File: config.mk
export PLATFORM = sky130hd
export DESIGN_NAME = mic_capture_ctrl_flat
export DESIGN_NICKNAME = d
export VERILOG_FILES = /design/src/rtl/mic_capture_ctrl_if.sv /design/src/rtl/mic_capture_ctrl.sv /design/src/flat_wrapper.sv
export SDC_FILE = /design/constraint.sdc
export NUM_CORES = 1
export LEC_CHECK = 0
export BUFFER_PORTS_ARGS = -buffer_cell sky130_fd_sc_hd__buf_2
export CORE_AREA = 4 4 63 79
export DETAILED_ROUTE_END_ITERATION = 8
export DIE_AREA = 0 0 67 83
export PLACE_DENSITY_LB_ADDON = 0.12
export SYNTH_ARGS = -nofsm -noshare
export SYNTH_HDL_FRONTEND = slang
export SYNTH_SLANG_ARGS = --single-unit
File: constraint.sdc
create_clock -name clk -period 5.1 [get_ports clk]
set_input_delay 0.51 -clock clk [delete_from_list [all_inputs] [get_ports clk]]
set_output_delay 0.51 -clock clk [all_outputs]
set_load 0.01 [all_outputs]
File: src/rtl/mic_capture_ctrl_if.sv
// Sample stream from the I2S capture controller to the downstream audio logic.
// The master presents a sample with valid and the slave accepts it with ready.
interface mic_capture_ctrl_if #(
    parameter int DATA_BITS = 18
);
    logic [DATA_BITS-1:0] sample;
    logic                 sample_valid;
    logic                 sample_ready;

    modport master (output sample, output sample_valid, input sample_ready);
    modport slave  (input sample, input sample_valid, output sample_ready);
endinterface

File: src/rtl/mic_capture_ctrl.sv
// I2S PCM microphone capture sequencer: generates BCLK/WS, shifts in the left-slot
// sample and hands it downstream over valid/ready, flagging samples lost to backpressure.
module mic_capture_ctrl #(
    parameter int CLK_DIV   = 4,
    parameter int DATA_BITS = 18,
    parameter int SLOT_BITS = 32
) (
    input  logic                     clk,
    input  logic                     rst,
    input  logic                     start,
    input  logic                     stop,
    input  logic                     mic_data,
    output logic                     bclk,
    output logic                     ws,
    output logic                     overrun,
    output logic                     busy,
    mic_capture_ctrl_if.master       smp
);

    localparam int DIV_W = $clog2(CLK_DIV);
    localparam int CNT_W = $clog2(SLOT_BITS);

    typedef enum logic [1:0] {IDLE, RUN, STOPPING} state_t;

    state_t               state;
    logic [DIV_W-1:0]     div;
    logic [CNT_W-1:0]     bit_cnt;
    logic [DATA_BITS-1:0] shift;

    logic                 tick;
    logic                 rise;
    logic                 fall;
    logic                 frame_end;
    logic                 shift_en;
    logic                 complete;
    logic [DATA_BITS-1:0] next_shift;

    // Bit 0 of the left slot is the I2S one-bit delay, so data lives in bits 1..DATA_BITS.
    always_comb begin
        tick       = (state != IDLE) && (div == DIV_W'(CLK_DIV - 1));
        rise       = tick && !bclk;
        fall       = tick && bclk;
        frame_end  = fall && ws && (bit_cnt == CNT_W'(SLOT_BITS - 1));
        shift_en   = rise && !ws && (bit_cnt >= CNT_W'(1)) && (bit_cnt <= CNT_W'(DATA_BITS));
        complete   = shift_en && (bit_cnt == CNT_W'(DATA_BITS));
        next_shift = {shift[DATA_BITS-2:0], mic_data};
    end

    always_ff @(posedge clk or posedge rst) begin
        if (rst) begin
            state            <= IDLE;
            busy             <= 1'b0;
            div              <= '0;
            bclk             <= 1'b0;
            ws               <= 1'b0;
            bit_cnt          <= '0;
            shift            <= '0;
            overrun          <= 1'b0;
            smp.sample       <= '0;
            smp.sample_valid <= 1'b0;
        end else begin
            // A completion on a transfer cycle replaces the outgoing sample, so valid stays high.
            if (complete) begin
                if (!smp.sample_valid || smp.sample_ready) begin
                    smp.sample       <= next_shift;
                    smp.sample_valid <= 1'b1;
                end else begin
                    overrun <= 1'b1;
                end
            end else if (smp.sample_valid && smp.sample_ready) begin
                smp.sample_valid <= 1'b0;
            end

            if (shift_en) begin
                shift <= next_shift;
            end

            case (state)
                IDLE: begin
                    if (start) begin
                        state   <= RUN;
                        busy    <= 1'b1;
                        overrun <= 1'b0;
                    end
                end
                default: begin
                    div <= tick ? '0 : div + 1'b1;
                    if (tick) begin
                        bclk <= !bclk;
                    end
                    if (fall) begin
                        if (bit_cnt == CNT_W'(SLOT_BITS - 1)) begin
                            bit_cnt <= '0;
                            ws      <= !ws;
                        end else begin
                            bit_cnt <= bit_cnt + 1'b1;
                        end
                    end
                    // A stop landing exactly on a frame boundary ends capture on that edge.
                    if (frame_end && (state == STOPPING || stop)) begin
                        state   <= IDLE;
                        busy    <= 1'b0;
                        div     <= '0;
                        bclk    <= 1'b0;
                        ws      <= 1'b0;
                        bit_cnt <= '0;
                    end else if (state == RUN && stop) begin
                        state <= STOPPING;
                    end
                end
            endcase
        end
    end

endmodule

File: src/flat_wrapper.sv
// flat-port wrapper written by rule: the top's interface ports become plain ports
module mic_capture_ctrl_flat 
#(
    parameter int CLK_DIV   = 4,
    parameter int DATA_BITS = 18,
    parameter int SLOT_BITS = 32
)
  (clk, rst, start, stop, mic_data, bclk, ws, overrun, busy, smp_sample, smp_sample_valid, smp_sample_ready);
  mic_capture_ctrl_if #(.DATA_BITS(DATA_BITS)) smp_i ();
  input  logic clk;
  input  logic rst;
  input  logic start;
  input  logic stop;
  input  logic mic_data;
  output logic bclk;
  output logic ws;
  output logic overrun;
  output logic busy;
  output wire logic [$bits(smp_i.sample)-1:0] smp_sample;
  output wire logic [$bits(smp_i.sample_valid)-1:0] smp_sample_valid;
  input wire logic [$bits(smp_i.sample_ready)-1:0] smp_sample_ready;
  assign smp_sample = smp_i.sample;
  assign smp_sample_valid = smp_i.sample_valid;
  assign smp_i.sample_ready = smp_sample_ready;
  mic_capture_ctrl #(.CLK_DIV(CLK_DIV), .DATA_BITS(DATA_BITS), .SLOT_BITS(SLOT_BITS)) u_core (.clk(clk), .rst(rst), .start(start), .stop(stop), .mic_data(mic_data), .bclk(bclk), .ws(ws), .overrun(overrun), .busy(busy), .smp(smp_i));
endmodule
Word level (Yosys, flattened, before mapping)
Cells that the tools add are included.
- word-level logic and storage cells: 78
- register bits: 49
- output and inout port bits: 23
- input bits: 6
- $lt $le $gt $ge: 2
- mux-type cells: 24
- $add $sub $neg: 2
- eq/ne operators: 7
- reductions and logical operators: 32
- bitwise logic cells: 1
- operator list (kind ; count):
    1-bit two-way mux ; 15
    5-bit two-way mux ; 3
    1-bit logical AND ; 12
    2-bit two-way mux ; 6
    2-bit AND reduction ; 6
    2-bit nonzero test ; 6
    5-bit == test (second input constant) ; 2
    5-bit by 1-bit adder with 5-bit output (second input constant) ; 1
    5-bit by 1-bit greater-or-equal comparator with 1-bit output (second input constant) ; 1
    5-bit less-or-equal comparator (second input constant) ; 1
    2-bit == test (second input constant) ; 2
    2-bit inequality test (second input constant) ; 2
    1-bit zero test ; 3
    3-bit AND reduction ; 1
    3-bit nonzero test ; 1
    2-bit by 1-bit adder with 2-bit output (second input constant) ; 1
    2-bit by 1-bit == test with 1-bit output (second input constant) ; 1
    2-bit zero test ; 1
    1-bit logical OR ; 2
    1-bit NOT ; 1

Depth between registers and ports, before layout
Gate-level depths: netlist of the first run.
- depth after elaboration: 10
- depth in mapped cells: 7
- mapped depth without buffers: 7

Worst setup path before layout of the first run
Ideal clock, no wire load.
- kind: reg2reg
- from: reg u_core.div[0]
- to: reg u_core.shift[0]
- data arrival time: 1788 ps
- path buffers: 2
- setup slack: 3187 ps
- library setup time: 125 ps
- required time: 4975 ps
- stages on the path, launching flop included: 8
- period minus slack after synthesis: 1913 ps
- cells stage by stage: dfrtp_1 ha_1 o21ai_2 or3_1 a221o_1 buf_6 buf_12 mux2_4
- longest elaborated chain between the ends: 6
- RTL lines (element ; RTL line ; source):
    start: declaration ; mic_capture_ctrl.sv:26 ; logic [DIV_W-1:0] div;
    start signal: assignment ; mic_capture_ctrl.sv:87 ; div <= tick ? '0 : div + 1'b1;
    2-bit == test ; mic_capture_ctrl.sv:40 ; tick = (state != IDLE) && (div == DIV_W'(CLK_DIV - 1));
    1-bit logical AND ; mic_capture_ctrl.sv:40 ;
    1-bit logical AND ; mic_capture_ctrl.sv:41 ; rise = tick && !bclk;
    1-bit logical AND (3 in series) ; mic_capture_ctrl.sv:44 ; shift_en = rise && !ws && (bit_cnt >= CNT_W'(1)) && (bit_cnt <= CNT_W'(DATA_BITS));
    end signal: assignment ; mic_capture_ctrl.sv:75 ; shift <= next_shift;
    end: declaration ; mic_capture_ctrl.sv:28 ; logic [DATA_BITS-1:0] shift;
Every way passes these cells.
A chain may end at the register's enable or synchronous reset.

Worst setup path in the final report of the first run
Ends and elaborated chain as after synthesis.

==> flow_summary.toml, run 1 <==
[synthesis]
synth_mux_area_share_pct = 21.5
yosys_warnings = 0
synth-simple-area-share_pct = 6.00
synth_top_family_by_area = "multiplexers"
netlist_instances = 149
synth_compound_area_share_pct = 6.19
synth-xor-area-share_pct = 0.849
ys_seq_area_share_pct = 59.4
syn_avg_cell_area_sq_um = 13.8
synth-seq-cells = 49
synth_fa_ha_area_share_pct = 3.03
syn_nets = 160
ys_types = 26
synth_area_sq_mm = 0.00206

[pwr]
power.share.clock_pct = 35.4
swShare_pct = 22.1
intPower_mw = 0.490
cellPowerDensity_mw_per_mm2 = 270
leakage_nw = 1.27
combPwrFrac_pct = 2.2
power_frac_seq_pct = 62.4
max-vdd-ir-drop_uv = 132
p_sw_mw = 0.139

[die]
core_sq_mm = 0.00429
die_h_microns = 83
die_w_microns = 67
initial_utilization_pct = 48.1
rows = 27
dieArea_sq_mm = 0.00556
ios = 29

[critical_path]
path_cells = "ha_1, o21ai_2, or3_1, a221o_1, mux2_4"
cp_top_family = "compound AO/OA/AOI/OAI gates"
crit_path_end_kind = "flop"
worstPathMaxFanout = 17
ff2ff_path_depth = 5
arrival_ns = 2.41
worstSetupPathType = "flop to flop"
crit_required_ns = 5.28
slowest_delay_ns = 0.62
ff2ff_setup_slack_ns = 2.87
start_kind = "flop"
cp_slowest_cell = "a221o_1"
r2r-end = "u_core.shift[0]"
cp_num_buf_inv = 0
rr_startpoint = "u_core.div[0]"

[job]
max-cap-violations = 0

[drt]
drt-pass1-iter-count = 4
vias = 1249
drc = 0
ant_nets = 0
vias_per_cell = 5.20
drtIter0Drc = 42
routed_wl_microns = 3450
avgRoutedWirePerCell_microns = 14.4

[clock_tree]
cts.sinks = 49
numCtsBuffers = 5
htreeDepth = 2
cts_tree = "yes"
path_clk_slew_ns = 0.09
cts_setup_buffers = 0
cts_root_buf = "clkbuf_8"
cts.path.max_buffers = 2
post_cts_resized = 0
cts_hold_buffers = 0
clock_latency_ns = 0.30

[cells_and_area]
areaGrowthSynthToFinish_pct = 12.7
final_cell_mix = "49 x dfrtp_1, 28 x buf_2, 26 x mux2_2"
final_common_cell = "dfrtp_1"
antennaDiodeCount = 0
final_util_pct = 54.2
nNetsFinal = 192
fillers = 398
fin_cells = 240
layout-drive-gt1-share_pct = 40.7

[sta]
final.period_utilization_pct = 43.7
rsz0062_at_grt = "no"
timing.final.hold_violations = 0
setup_viol = 0
tightest_slew_ns = 0.992
skew_ns = 0.00759
clock.fmax_mhz = 449
tns_ns = 0
drv_slew = 0
maxSlewHeadroom_pct = 33.8
period_needed_ns = 2.23

[placed_design]
place_hpwl_microns = 2410
place.gp.congestion = 0.767
port-buffer-count = 28
dp_cells = 232

[run_status]
status = "finished clean"

[global_route]
grt_pass1_wl_microns = 6120
grt_overflow_total = 0
antenna_found_initial = 0
grt_pass1_vias = 1345
grt_use_total_pct = 14.0
grt_max_degree = 50

[hold_path]
whs_path_depth = 2
hold_path.startpoint = "start"
min_path_type = "input port to flop"
hold_end = "u_core.overrun"
## Yosys cell counts (all sizes together)
cell     count  area, sq um
a21o         1         7.51
a21oi        3         15.0
a221o        1         10.0
a22o         2         17.5
a31oi        1         6.26
and3         1         6.26
buf          3         36.3
dfrtp       49         1230
ha           5         62.6
inv          7         26.3
mux2        36          443
nand2       11         41.3
nand3        1         5.00
nand4        1         6.26
nand4bb      1         11.3
nor2         5         18.8
nor3         2         10.0
nor4         2         12.5
o211ai       1         7.51
o21ai       12         63.8
or3          2         12.5
xnor2        2         17.5
## power by group through the flow
stage | Sequential [mW] | Combinational (mW) | Clock [mW]
finish | 0.393 | 0.0136 | 0.222
global route | 0.393 | 0.0161 | 0.247
CTS | 0.393 | 0.0144 | 0.232
detailed placement | 0.400 | 0.0144 | 0
global placement | 0.400 | 0.0137 | 0
floorplan | 0.400 | 0.00931 | 0
## area by class of cell
type / count / area (sq um) / area share, %
sequential: 49 / 1230 / 52.7
timing repair buffer: 28 / 140 / 6.02
clock inverter: 3 / 17.5 / 0.753
clock buffer: 5 / 68.8 / 2.96
multi-input combinational: 90 / 774 / 33.3
tap: 58 / 72.6 / 3.12
inverter: 7 / 26.3 / 1.13
## registers in the layout (all words and copies together) (netlist names)
register                 count
u_core.bclk                  1
u_core.bit_cnt               5
u_core.busy                  1
u_core.div                   2
u_core.overrun               1
u_core.shift                17
u_core.smp.sample           18
u_core.smp.sample_valid      1
u_core.state                 2
u_core.ws                    1
## worst max path at each step
stage / start / depth (start not counted) / slack (ns) / end
after floorplan: u_core.div[0] / 7 / 3.19 / u_core.shift[0]
after CTS: u_core.bit_cnt[0] / 6 / 2.85 / u_core.smp.sample[5]
after global placement: u_core.bit_cnt[1] / 5 / 2.87 / u_core.shift[16]
after detailed placement: u_core.bit_cnt[0] / 6 / 2.86 / u_core.smp.sample[5]
after global routing: u_core.bit_cnt[0] / 6 / 2.64 / u_core.smp.sample[16]
final: u_core.div[0] / 5 / 2.87 / u_core.shift[0]
## kinds of logic after synthesis
group,count (synthesis)
flops,49
mux,36
simple gates,26
compound gates,21
buf+inv,10
fa+ha+maj,5
xor+xnor,2
## stage by stage
step / area (sq um) / hold WS [ns] / worst slack (ns) / power [mW]
2_1_floorplan: 2060 / 0.475 / 3.19 / 0.409
3_3_place_gp: 2240 / 0.483 / 2.87 / 0.414
3_5_place_dp: 2240 / 0.489 / 2.86 / 0.415
4_1_cts: 2330 / 0.405 / 2.85 / 0.639
5_1_grt: 2330 / 0.409 / 2.64 / 0.656
6_report: 2330 / 0.409 / 2.87 / 0.629
## per-layer routing
metal	global-route usage, %	vias up	routed length [microns]
li1	-	591	-
met1	17.0	618	1440
met2	22.9	31	1790
met3	3.92	9	171
met4	5.54	0	59
met5	0	-	0
(Power assumes the default switching activity.)
==> run 2, diff against run 1 <==
- clock period: 5.1 -> 1.9 ns (I/O delays scaled with it)
==> flow_summary.toml, run 2 (synthesis results as in run 1) <==
[hold_path]
min_path_type = "input port to flop"
hold_path.startpoint = "start"
hold_end = "u_core.overrun"
whs_path_depth = 2

[critical_path]
worstPathMaxFanout = 17
crit_path_end_kind = "flop"
slowest_delay_ns = 0.40
rr_startpoint = "u_core.div[0]"
arrival_ns = 2.05
ff2ff_setup_slack_ns = 0.03
worstSetupPathType = "flop to flop"
r2r-end = "u_core.shift[14]"
path_cells = "ha_4, o21ai_4, or3_4, a221o_1, buf_12, mux2_4"
start_kind = "flop"
cp_slowest_cell = "dfrtp_1"
ff2ff_path_depth = 6
crit_required_ns = 2.08

[pwr]
cellPowerDensity_mw_per_mm2 = 743
leakage_nw = 1.34
max-vdd-ir-drop_uv = 422

[global_route]
grt_overflow_total = 0
antenna_found_initial = 0
grt_pass1_wl_microns = 6060
grt_use_total_pct = 13.9
grt_pass1_vias = 1334
grt_max_degree = 31

[drt]
avgRoutedWirePerCell_microns = 14.3
drtIter0Drc = 51
vias_per_cell = 5.16
vias = 1294
drt-pass1-iter-count = 4
drc = 0
ant_nets = 0
routed_wl_microns = 3600

[sta]
skew_ns = 0.00693
tightest_slew_ns = 0.593
final.period_utilization_pct = 98.4
setup_viol = 0
setup_ws_ns = 0.0306
period_needed_ns = 1.87
timing.final.hold_violations = 0
drv_slew = 0
maxSlewHeadroom_pct = 60.3
clock.fmax_mhz = 535
rsz0062_at_grt = "yes"
tns_ns = 0
hold_slack_ns = 0.0859

[die]
die_w_microns = 67
core_sq_mm = 0.00429
dieArea_sq_mm = 0.00556
die_h_microns = 83
rows = 27
initial_utilization_pct = 48.1
ios = 29

[cells_and_area]
fillers = 373
areaGrowthSynthToFinish_pct = 21.0
antennaDiodeCount = 0
largest_register_ffs = 18
fin_cells = 251
final_cell_mix = "47 x dfrtp_1, 28 x buf_2, 26 x mux2_2"
final_common_cell = "dfrtp_1"
nNetsFinal = 203
top_register = "u_core.smp.sample"
reg.largest.list = "u_core.smp.sample (18), u_core.shift (17), u_core.bit_cnt (5)"
layout-drive-gt1-share_pct = 46.6

[clock_tree]
cts_tree = "yes"
htreeDepth = 2
clock_latency_ns = 0.29
path_clk_slew_ns = 0.09
cts.sinks = 49
cts.path.max_buffers = 2
numCtsBuffers = 5
cts_root_buf = "clkbuf_8"

[placed_design]
place.gp.congestion = 0.803
place_hpwl_microns = 2520
dp_cells = 238
dp_slack_ns = -0.00576
port-buffer-count = 28

[run_status]
status = "finished clean"

[job]
max-cap-violations = 0
## run 2: changes by cell type in the layout (fill, tap and decap cells not counted), moves of 2 or more
| cell | delta |
|---|---|
| clkinv_2 | -2 |
| buf_4 | +9 |
| dfrtp_2 | +2 |
| dfrtp_1 | -2 |
| nor4_2 | +2 |
| nor4_1 | -2 |
## run 2: critical path: cells and delay by family, from the launching register on
family | cells | cell delay, ns
AND/OR/NAND/NOR | 1 | 0.33
flip-flops | 1 | 0.40
adder cells (fa/ha/maj) | 1 | 0.18
multiplexers | 1 | 0.29
AO/OA/AOI/OAI | 2 | 0.38
buffers and inverters | 1 | 0.18
## run 2: area by class of cell
type	count	area, sq um	share of cell area [%]
Sequential cell	49	1230	49.2
Multi-Input combinational cell	90	812	32.5
Timing Repair Buffer	39	238	9.52
Clock buffer	6	82.6	3.31
Tap cell	58	72.6	2.91
Clock inverter	2	37.5	1.50
Inverter	7	26.3	1.05
## run 2: worst max-delay path by stage
stage                  endpoint  slack (ns)           from
2_1_floorplan   u_core.shift[0]       0.002  u_core.div[0]
3_3_place_gp   u_core.shift[14]        0.05  u_core.div[0]
3_5_place_dp    u_core.shift[1]      -0.006  u_core.div[0]
4_1_cts         u_core.shift[1]       0.002  u_core.div[0]
5_1_grt         u_core.shift[2]       -0.02  u_core.div[1]
6_report       u_core.shift[14]        0.03  u_core.div[0]
## run 2: where the power goes
part	internal [mW]	switching (mW)	total, mW
Combinational	0.0155	0.0254	0.0409
Sequential	1.05	0.00535	1.05
Clock	0.428	0.332	0.760
## run 2: repair_timing
action | CTS | global route
buffers inserted | 1 | 3
gates resized for setup | 0 | 8
hold buffers | 1 | 0
pin swaps | 0 | 2
endpoints found under the hold margin | 28 | 0
gates cloned | 0 | 0
endpoints found under the setup margin | 10 | 36
## run 2: metrics by stage
| step | cell area (sq um) | total power [mW] | util (%) |
|---|---|---|---|
| floorplan | 2070 | 1.10 | - |
| finish | 2500 | 1.85 | 58.2 |
| detailed placement | 2300 | 1.12 | 53.6 |
| global route | 2500 | 1.92 | 58.2 |
| global placement | 2300 | 1.11 | 53.6 |
| CTS | 2440 | 1.89 | 56.8 |
## run 2: routing by layer
metal / track usage, % / up-vias / wire length, microns
met5: 0 / - / 0
met4: 4.61 / 0 / 48
met3: 3.25 / 5 / 165
met2: 24.5 / 33 / 1960
met1: 16.1 / 645 / 1420
li1: - / 611 / -
